## src/rtl/multiplexer_mxn.sv

```systemverilog
// -----------------------------------------------------------------------------
// multiplexer_mxn
//   Registered M-input, N-bit multiplexer. Channel k of the packed 'data' bus
//   sits at bits [k*N +: N] and channel 0 occupies the LSBs. On each enabled
//   rising edge the selected channel is loaded into 'o'. A select at or above M
//   loads zero and clears 'o_valid'. When 'enabler' is low the output holds.
//
//   Optional build macro: MUX_SEL_ERR_EN
//     When defined, this adds the registered 'sel_err' flag and an
//     out-of-range select checker (multiplexer_mxn_chk).
// -----------------------------------------------------------------------------

`ifdef MUX_SEL_ERR_EN
// Simulation-only checker that flags an out-of-range select on an enabled edge.
module multiplexer_mxn_chk #(
    parameter int M  = 2,
    parameter int SW = 1
) (
    input logic          clk,
    input logic          rst_n,
    input logic          enabler,
    input logic [SW-1:0] select
);

    // Widen by one bit so that M itself is representable when M = 2**SW.
    localparam logic [SW:0] M_W = (SW+1)'(M);

    // Report any enabled capture that uses an illegal channel index.
    always @(posedge clk) begin
        if (rst_n && enabler) begin
            assert ({1'b0, select} < M_W);
        end
    end

endmodule
`endif

module multiplexer_mxn #(
    parameter  int M  = 2,
    parameter  int N  = 4,
    localparam int SW = (M > 2) ? $clog2(M) : 1
) (
    input  logic           clk,
    input  logic           rst_n,
    input  logic [SW-1:0]  select,
    input  logic [M*N-1:0] data,
    input  logic           enabler,
    output logic [N-1:0]   o,
    output logic           o_valid
`ifdef MUX_SEL_ERR_EN
    ,
    output logic           sel_err
`endif
);

    logic [N-1:0] sel_data_s;
    logic         sel_legal_s;
    logic [N-1:0] o_r;
    logic         o_valid_r;

    // Decode the select against every legal channel index. An out-of-range
    // value or an unknown (X/Z) value matches no channel, so it falls through
    // to the zero default and is reported as illegal.
    always_comb begin
        sel_data_s  = {N{1'b0}};
        sel_legal_s = 1'b0;
        for (int k = 0; k < M; k++) begin
            if (select == SW'(k)) begin
                sel_data_s  = data[k*N +: N];
                sel_legal_s = 1'b1;
            end else begin
                sel_data_s  = sel_data_s;
                sel_legal_s = sel_legal_s;
            end
        end
    end

    // Output register: reset clears the register, an enabled edge captures
    // the decoded channel, and a disabled edge holds the current value.
    always_ff @(posedge clk or negedge rst_n) begin
        if (!rst_n) begin
            o_r       <= {N{1'b0}};
            o_valid_r <= 1'b0;
        end else if (enabler) begin
            o_r       <= sel_data_s;
            o_valid_r <= sel_legal_s;
        end else begin
            o_r       <= o_r;
            o_valid_r <= o_valid_r;
        end
    end

    assign o       = o_r;
    assign o_valid = o_valid_r;

`ifdef MUX_SEL_ERR_EN
    logic sel_err_r;

    // Sticky select error flag: set by an illegal enabled capture and
    // cleared by a legal one.
    always_ff @(posedge clk or negedge rst_n) begin
        if (!rst_n) begin
            sel_err_r <= 1'b0;
        end else if (enabler) begin
            sel_err_r <= ~sel_legal_s;
        end else begin
            sel_err_r <= sel_err_r;
        end
    end

    assign sel_err = sel_err_r;

    multiplexer_mxn_chk #(
        .M  (M),
        .SW (SW)
    ) u_chk (
        .clk     (clk),
        .rst_n   (rst_n),
        .enabler (enabler),
        .select  (select)
    );
`endif

endmodule

```

## config.mk

```make
export PLATFORM = sky130hd
export DESIGN_NAME = multiplexer_mxn
export DESIGN_NICKNAME = d
export VERILOG_FILES = /design/src/rtl/multiplexer_mxn.sv
export SDC_FILE = /design/constraint.sdc
export NUM_CORES = 1
export LEC_CHECK = 0
export ABC_AREA = 1
export CORE_AREA = 2 2 39 41
export CTS_CLUSTER_DIAMETER = 40
export DETAILED_ROUTE_END_ITERATION = 8
export DIE_AREA = 0 0 41 43
export SLEW_MARGIN = 20
export SYNTH_ARGS = -nofsm -noshare
export SYNTH_HDL_FRONTEND = slang
export SYNTH_SLANG_ARGS = --single-unit
```

## constraint.sdc

```tcl
create_clock -name clk -period 0.9 [get_ports clk]
set_input_delay 0.135 -clock clk [delete_from_list [all_inputs] [get_ports clk]]
set_output_delay 0.135 -clock clk [all_outputs]
set_load 0.05 [all_outputs]
```

==> results.md, run 1 <==
* Post-route ant nets at 0
* Total CTS buffers at 3
* Proportion of synthesized area in mux cells at 0%
* Complex-gate fraction of the synthesized area at 0%
* Fillers at 148
* Post-CTS Hold Fix Bufs at 0
* Mapped cell area at ~250 um2
* DRC errors left at 0
* CTS tree: done
* Leak at approximately 0.28 nW
* Crit Path Class: reg2out
* CP max FO at 2
* Vias in the first global route at about 280
* Via/cell ratio at 3.653
* H-tree depth at 1
* Finished Layout Cells at 75
* FF-to-FF path depth at 3
* CP max stage cell: dfrtp_2
* Warnings, synthesis at 0
* Clock buffer depth at 2
* Clock sink count at 5
* Worst R2R End: o[2]$_DFFE_PN0P_
* Hold_ws at 0.1198 ns
* Final setup viols at 5
* Die height at between 40 and 50 um
* Final worst-path cycle share at 104.2%
* First-pass detailed-route iteration total at 2
* Via count of the routed design at 274
* Area Overhead vs Synth at 112.6%
* Synth Area in Simple Gates at 34.67%
* Tmin final at 0.9376 ns
* R2R Path Start: o[2]$_DFFE_PN0P_
* Worst EP required at 0.76 ns
* CP startpoint kind: flop
* Post-detail-place hpwl at between 500 and 600 um
* Initial antenna violation count at 0
* PD cells at 1482 nW/um2
* Worst hold path type: in2async
* Total wire length at 591 um
* Violated checks: negative setup slack
* Status: complete, but fails checks
* Slew headroom at ~84%
* Antenna diodes at 0
* WP buf/inv at 1
* Routed WL per cell at around 8 um
* Delay-heaviest family, CP: flip-flops
* Clk_skew at 0 ns
* Max_cap viols at 0
* Grt total ovfl at 0
* Setup WS post-layout at -0.03763 ns
* Pin count of the biggest net entering global routing at 6
* # IOs at 17
* Cells after Synth at 36
* Largest family of logic cells by synthesized area: simple AND/OR/NAND/NOR gates
* Critical-path cell list: buf_12
* Fmax achieved at between 1000 and 1500 MHz
* CTS resizes at 0
* GRT Util Overall at under 10%
* Max Slew Vio Count at 0
* Syn Area/Cell at just under 7 um2
* Flop-to-flop setup slack at approximately 0.14 ns
* Core ar. at 1384 um2
* Crit path DAT at approximately 0.80 ns
* RSZ-0062 raised after global routing: true
* Sequential share of the synthesized area at just over 50%
* First-pass GRT wire length at 1.021 mm
* CP Launch Point: o_valid$_DFFE_PN0P_
* Largest stage delay on the critical path at slightly above 0.4 ns
* Die area at 1763 um2
* Initial DRC Count at 3
* Peak supply drop at 0.7608 mV
* Post-synth cell types at 6
* Nets at 72
* Adder-Cell Fraction of Synth Area at 0%
* IO buf count at 16
* Initial Utilization at 17.99%
* Syn Nets at 48
* # rows at 14
* Worst slew pin tran at ~0.24 ns
* CTS root buffer: clkbuf_4
* Worst-Skew Late Latency at 0.24 ns
* Die Wd at just over 40 um
* Placed instance count at a little under 70
* FF/Latch Area at 126.4 um2
* Layout cells sized above 1 at 22.03%
* Multi-input logic area at 86.33 um2
* Critical Path End Type: output port
* Yosys reg bits at 5
* Clock transition at the registers of the reported paths at 0.04 ns
* Final Hold Vio Count at 0
* Xor-xnor portion of the synthesized cell area at 0%
* Final GP Congestion at 0.6629
==> repair_timing <==
action,4_1_cts,5_1_grt
endpoints found under the setup margin,5,5
pin swaps,0,0
gates cloned,0,0
buffers inserted,2,0
endpoints found under the hold margin,0,0
==> cells in the mapped netlist (all sizes together) <==
library cell / number / area [um2]
nand2: 16 / 60.06
inv: 10 / 37.53
dfrtp: 5 / 125.1
nand3: 4 / 20.02
or2: 1 / 6.260
==> flip-flops by register name (all words and copies together), names as in the netlist <==
register	flops
o_valid	1
o	4
==> report_power, final <==
group	switching [mW]	total [mW]	leakage [nW]	internal (mW)
sequential	0.0191	0.264	0.0564	0.245
combinational	0.119	0.263	0.209	0.144
clock	0.0898	0.257	0.0150	0.168
total	0.228	0.784	0.281	0.556
==> cells by family after synthesis <==
| family | after synthesis |
|---|---|
| simple gates | 21 |
| buf+inv | 10 |
| flops | 5 |
==> area by class of cell <==
type	count	area share (%)
Tap cell	16	3.783
Sequential cell	5	23.88
Inverter	10	7.092
Multi-Input combinational cell	21	16.31
Timing Repair Buffer	19	43.97
Clock buffer	4	4.965
==> layout by cell type, fill, tap and decap left out, drive strengths merged <==
master         netlist  routed
nand2               16      16
or2                  1       1
clkdlybuf4s50        0      11
buf                  0       8
nand3                4       4
inv                 10      10
dfrtp                5       5
clkbuf               0       4
==> how the worst max path moves through the flow <==
stage          cells after the start  slack (ns)             endpoint
2_1_floorplan                      1        0.05  o_valid$_DFFE_PN0P_
3_3_place_gp                       4       -0.12     o[0]$_DFFE_PN0P_
3_5_place_dp                       4       -0.14     o[0]$_DFFE_PN0P_
4_1_cts                            1       -0.05              o_valid
5_1_grt                            1       -0.07                 o[3]
6_report                           1       -0.04              o_valid
==> per-stage QoR <==
stage | power [mW] | TNS [ns] | worst slack (ns) | utilization, % | area, um2
2_1_floorplan | 0.3617 | 0 | 0.05323 | - | 250.2
3_3_place_gp | 0.5190 | -0.4981 | -0.1191 | 35.26 | 488.0
3_5_place_dp | 0.5203 | -0.5590 | -0.1405 | 35.26 | 488.0
4_1_cts | 0.7981 | -0.2061 | -0.04719 | 38.25 | 529.3
5_1_grt | 0.8327 | -0.2967 | -0.06929 | 38.25 | 529.3
6_report | 0.7844 | -0.1589 | -0.03763 | 38.25 | 529.3
==> per-layer routing <==
metal	up-vias	share of wire, %	global-route usage [%]
li1	149	-	-
met1	118	42	9.477
met2	7	48	12.81
met3	0	9.5	8.901
met4	0	0	2.000
met5	-	0	0
(Power assumes the default switching activity.)
==> inputs of run 2 (changes only) <==
- SETUP_SLACK_MARGIN: not set -> 0.2
==> run 2 against run 1 <==
  * The flow still finishes with violations (negative setup slack)
  * Fmax is essentially flat
  * Final cell count shrank 2.7%
  * Setup slack is essentially flat
  * Worst hold slack lost 0.0021 ns
  * Combinational power shrank 7%
  * Non-clock buffer count shrank 2
  * Count of clock-buffer cells in the layout is the same
  * Sequential share of layout area grew 1.5 points
  * Register-to-register slack gained 0.02 ns
  * Clock power shrank 2%
  * Flip-flop and latch count is the same
  * Critical path type unchanged
  * Largest cell class unchanged
==> results.md, run 2 (synthesized netlist as in run 1, its figures left out) <==
* First-pass detailed-route iteration total at 4 (was 2)
* Slew headroom at 85.26% (was 83.96%)
* Tmin final at 0.9375 ns (was 0.9376 ns)
* Setup WS post-layout at -0.03751 ns (was -0.03763 ns)
* Most common library cell in the layout ignoring fill and taps: nand2_1 (unchanged)
* Via count of the routed design at 257 (was 274)
* Initial Utilization at 17.99% (unchanged)
* Pin count of the biggest net entering global routing at 6 (unchanged)
* Worst slew pin tran at 0.2204 ns (was 0.2399 ns)
* Initial DRC Count at 4 (was 3)
* Fmax achieved at 1067 MHz (about the same)
* Core ar. at 1384 um2 (unchanged)
* Clock sink count at 5 (unchanged)
* Leak at 0.2694 nW (was 0.2808 nW)
* Crit Path Class: reg2out (unchanged)
* GRT Util Overall at 7.964% (was 9.082%)
* First-pass GRT wire length at 903 um (was 1.021 mm)
* Critical Path End Type: output port (unchanged)
* CTS tree: done (unchanged)
* Post-Place Setup Slack at -0.1295 ns (was -0.1405 ns)
* Number of flip-flops in the largest register at 4 (unchanged)
* # IOs at 17 (unchanged)
* WP buf/inv at 1 (unchanged)
* Clk_skew at 0 ns (unchanged)
* Clock buffer depth at 2 (unchanged)
* Final GP Congestion at 0.7150 (was 0.6629)
* Worst-Skew Late Latency at 0.23 ns (was 0.24 ns)
* Post-route ant nets at 0 (unchanged)
* Status: complete, but fails checks (unchanged)
* Routed WL per cell at 6.658 um (was 7.880 um)
* Worst EP required at 0.76 ns (about the same)
* Peak supply drop at 0.4449 mV (was 0.7608 mV)
* Delay-heaviest family, CP: flip-flops (unchanged)
* Hold_ws at 0.1176 ns (was 0.1198 ns)
* Worst hold path type: in2async (unchanged)
* Largest stage delay on the critical path at 0.42 ns (was 0.41 ns)
* Placed instance count at 69 (unchanged)
* Max Slew Vio Count at 0 (unchanged)
* Post-CTS Hold Fix Bufs at 0 (unchanged)
* RSZ-0062 raised after global routing: true (unchanged)
* Power Total at 0.7628 mW (was 0.7844 mW)
* CTS root buffer: clkbuf_4 (unchanged)
* Post-route cell area at 516.7 um2 (was 529.3 um2)
* Die area at 1763 um2 (unchanged)
* Vias in the first global route at 251 (was 279)
* Layout cells sized above 1 at 26.32% (was 22.03%)
* Grt total ovfl at 0 (unchanged)
* Most frequent cells in the layout: 16 x nand2_1, 9 x inv_1, 9 x clkdlybuf4s50_1, 5 x dfrtp_2, 5 x buf_12 (was 16 x nand2_1, 11 x clkdlybuf4s50_1, 9 x inv_1, 5 x buf_12)
* Initial antenna violation count at 0 (unchanged)
* Total CTS buffers at 3 (unchanged)
* Crit path DAT at 0.80 ns (about the same)
* Die Wd at 41 um (unchanged)
* DRC errors left at 0 (unchanged)
* Nets at 70 (was 72)
* # rows at 14 (unchanged)
* Finished Layout Cells at 73 (was 75)
* Violated checks: negative setup slack (unchanged)
* Critical-path cell list: buf_12 (unchanged)
* Final worst-path cycle share at 104.2% (about the same)
* H-tree depth at 1 (unchanged)
* CP max FO at 2 (unchanged)
* Die height at 43 um (unchanged)
* Antenna diodes at 0 (unchanged)
* Via/cell ratio at 3.521 (was 3.653)
* CP max stage cell: dfrtp_2 (unchanged)
* Final setup viols at 5 (unchanged)
* PD cells at 1476 nW/um2 (was 1482 nW/um2)
* Max_cap viols at 0 (unchanged)
* Util after Layout at 37.34% (was 38.25%)
* Final Hold Vio Count at 0 (unchanged)
* Clock transition at the registers of the reported paths at 0.04 ns (about the same)
* Total wire length at 486 um (was 591 um)
* DP Area at 493.0 um2 (was 488.0 um2)
* CP startpoint kind: flop (unchanged)
* Area Overhead vs Synth at 107.5% (was 112.6%)
* IO buf count at 16 (unchanged)
* Post-detail-place hpwl at 428.7 um (was 501.4 um)
* Sum Neg Setup Slack at -0.1740 ns (was -0.1589 ns)
run 2: cell types whose count changed in the layout (fill, tap and decap cells not counted), sizes merged:
cell,delta
buf,-2
clkdlybuf4s50,-2
dlygate4sd2,+2
run 2: final cells by class:
cell class / instances / area, um2
fillers: 148 / 867.1
repair buffers: 17 / 215.2
well taps: 16 / 20.02
flip-flops and latches: 5 / 131.4
inverters: 10 / 37.54
clock buffers: 4 / 26.28
multi-input cells: 21 / 86.33
run 2: worst paths after layout:
path	startpoint	end	slack, ns	depth (start not counted)
setup / recovery	o[2]$_DFFE_PN0P_	o[2]	-0.04	1
hold / removal	rst_n	o[0]$_DFFE_PN0P_	0.12	1
setup reg to reg	o_valid$_DFFE_PN0P_	o_valid$_DFFE_PN0P_	0.16	1
hold reg to reg	o[0]$_DFFE_PN0P_	o[0]$_DFFE_PN0P_	0.51	2
max in group asynchronous	rst_n	o[3]$_DFFE_PN0P_	0.58	1
min in group clk	enabler	o_valid$_DFFE_PN0P_	0.28	2
run 2: power breakdown:
part	switching [mW]	internal (mW)	total [mW]
combinational	0.113	0.130	0.244
clock	0.0839	0.167	0.251
sequential	0.0195	0.249	0.268
total	0.217	0.546	0.763
run 2: what timing repair did:
item,in CTS,in global routing
setup endpoints to repair,10,6
buffers inserted,0,0
resized for setup,2,0
run 2: routing by layer:
metal  part of all wire [%]  up-vias  track usage, %  routed length (um)
met2                     49       12           9.375                 237
met3                    6.8        0           1.571                  33
met1                     44      102           10.10                 215
met5                      0        -               0                   0
li1                       -      143               -                   -
met4                      0        0           10.00                   0
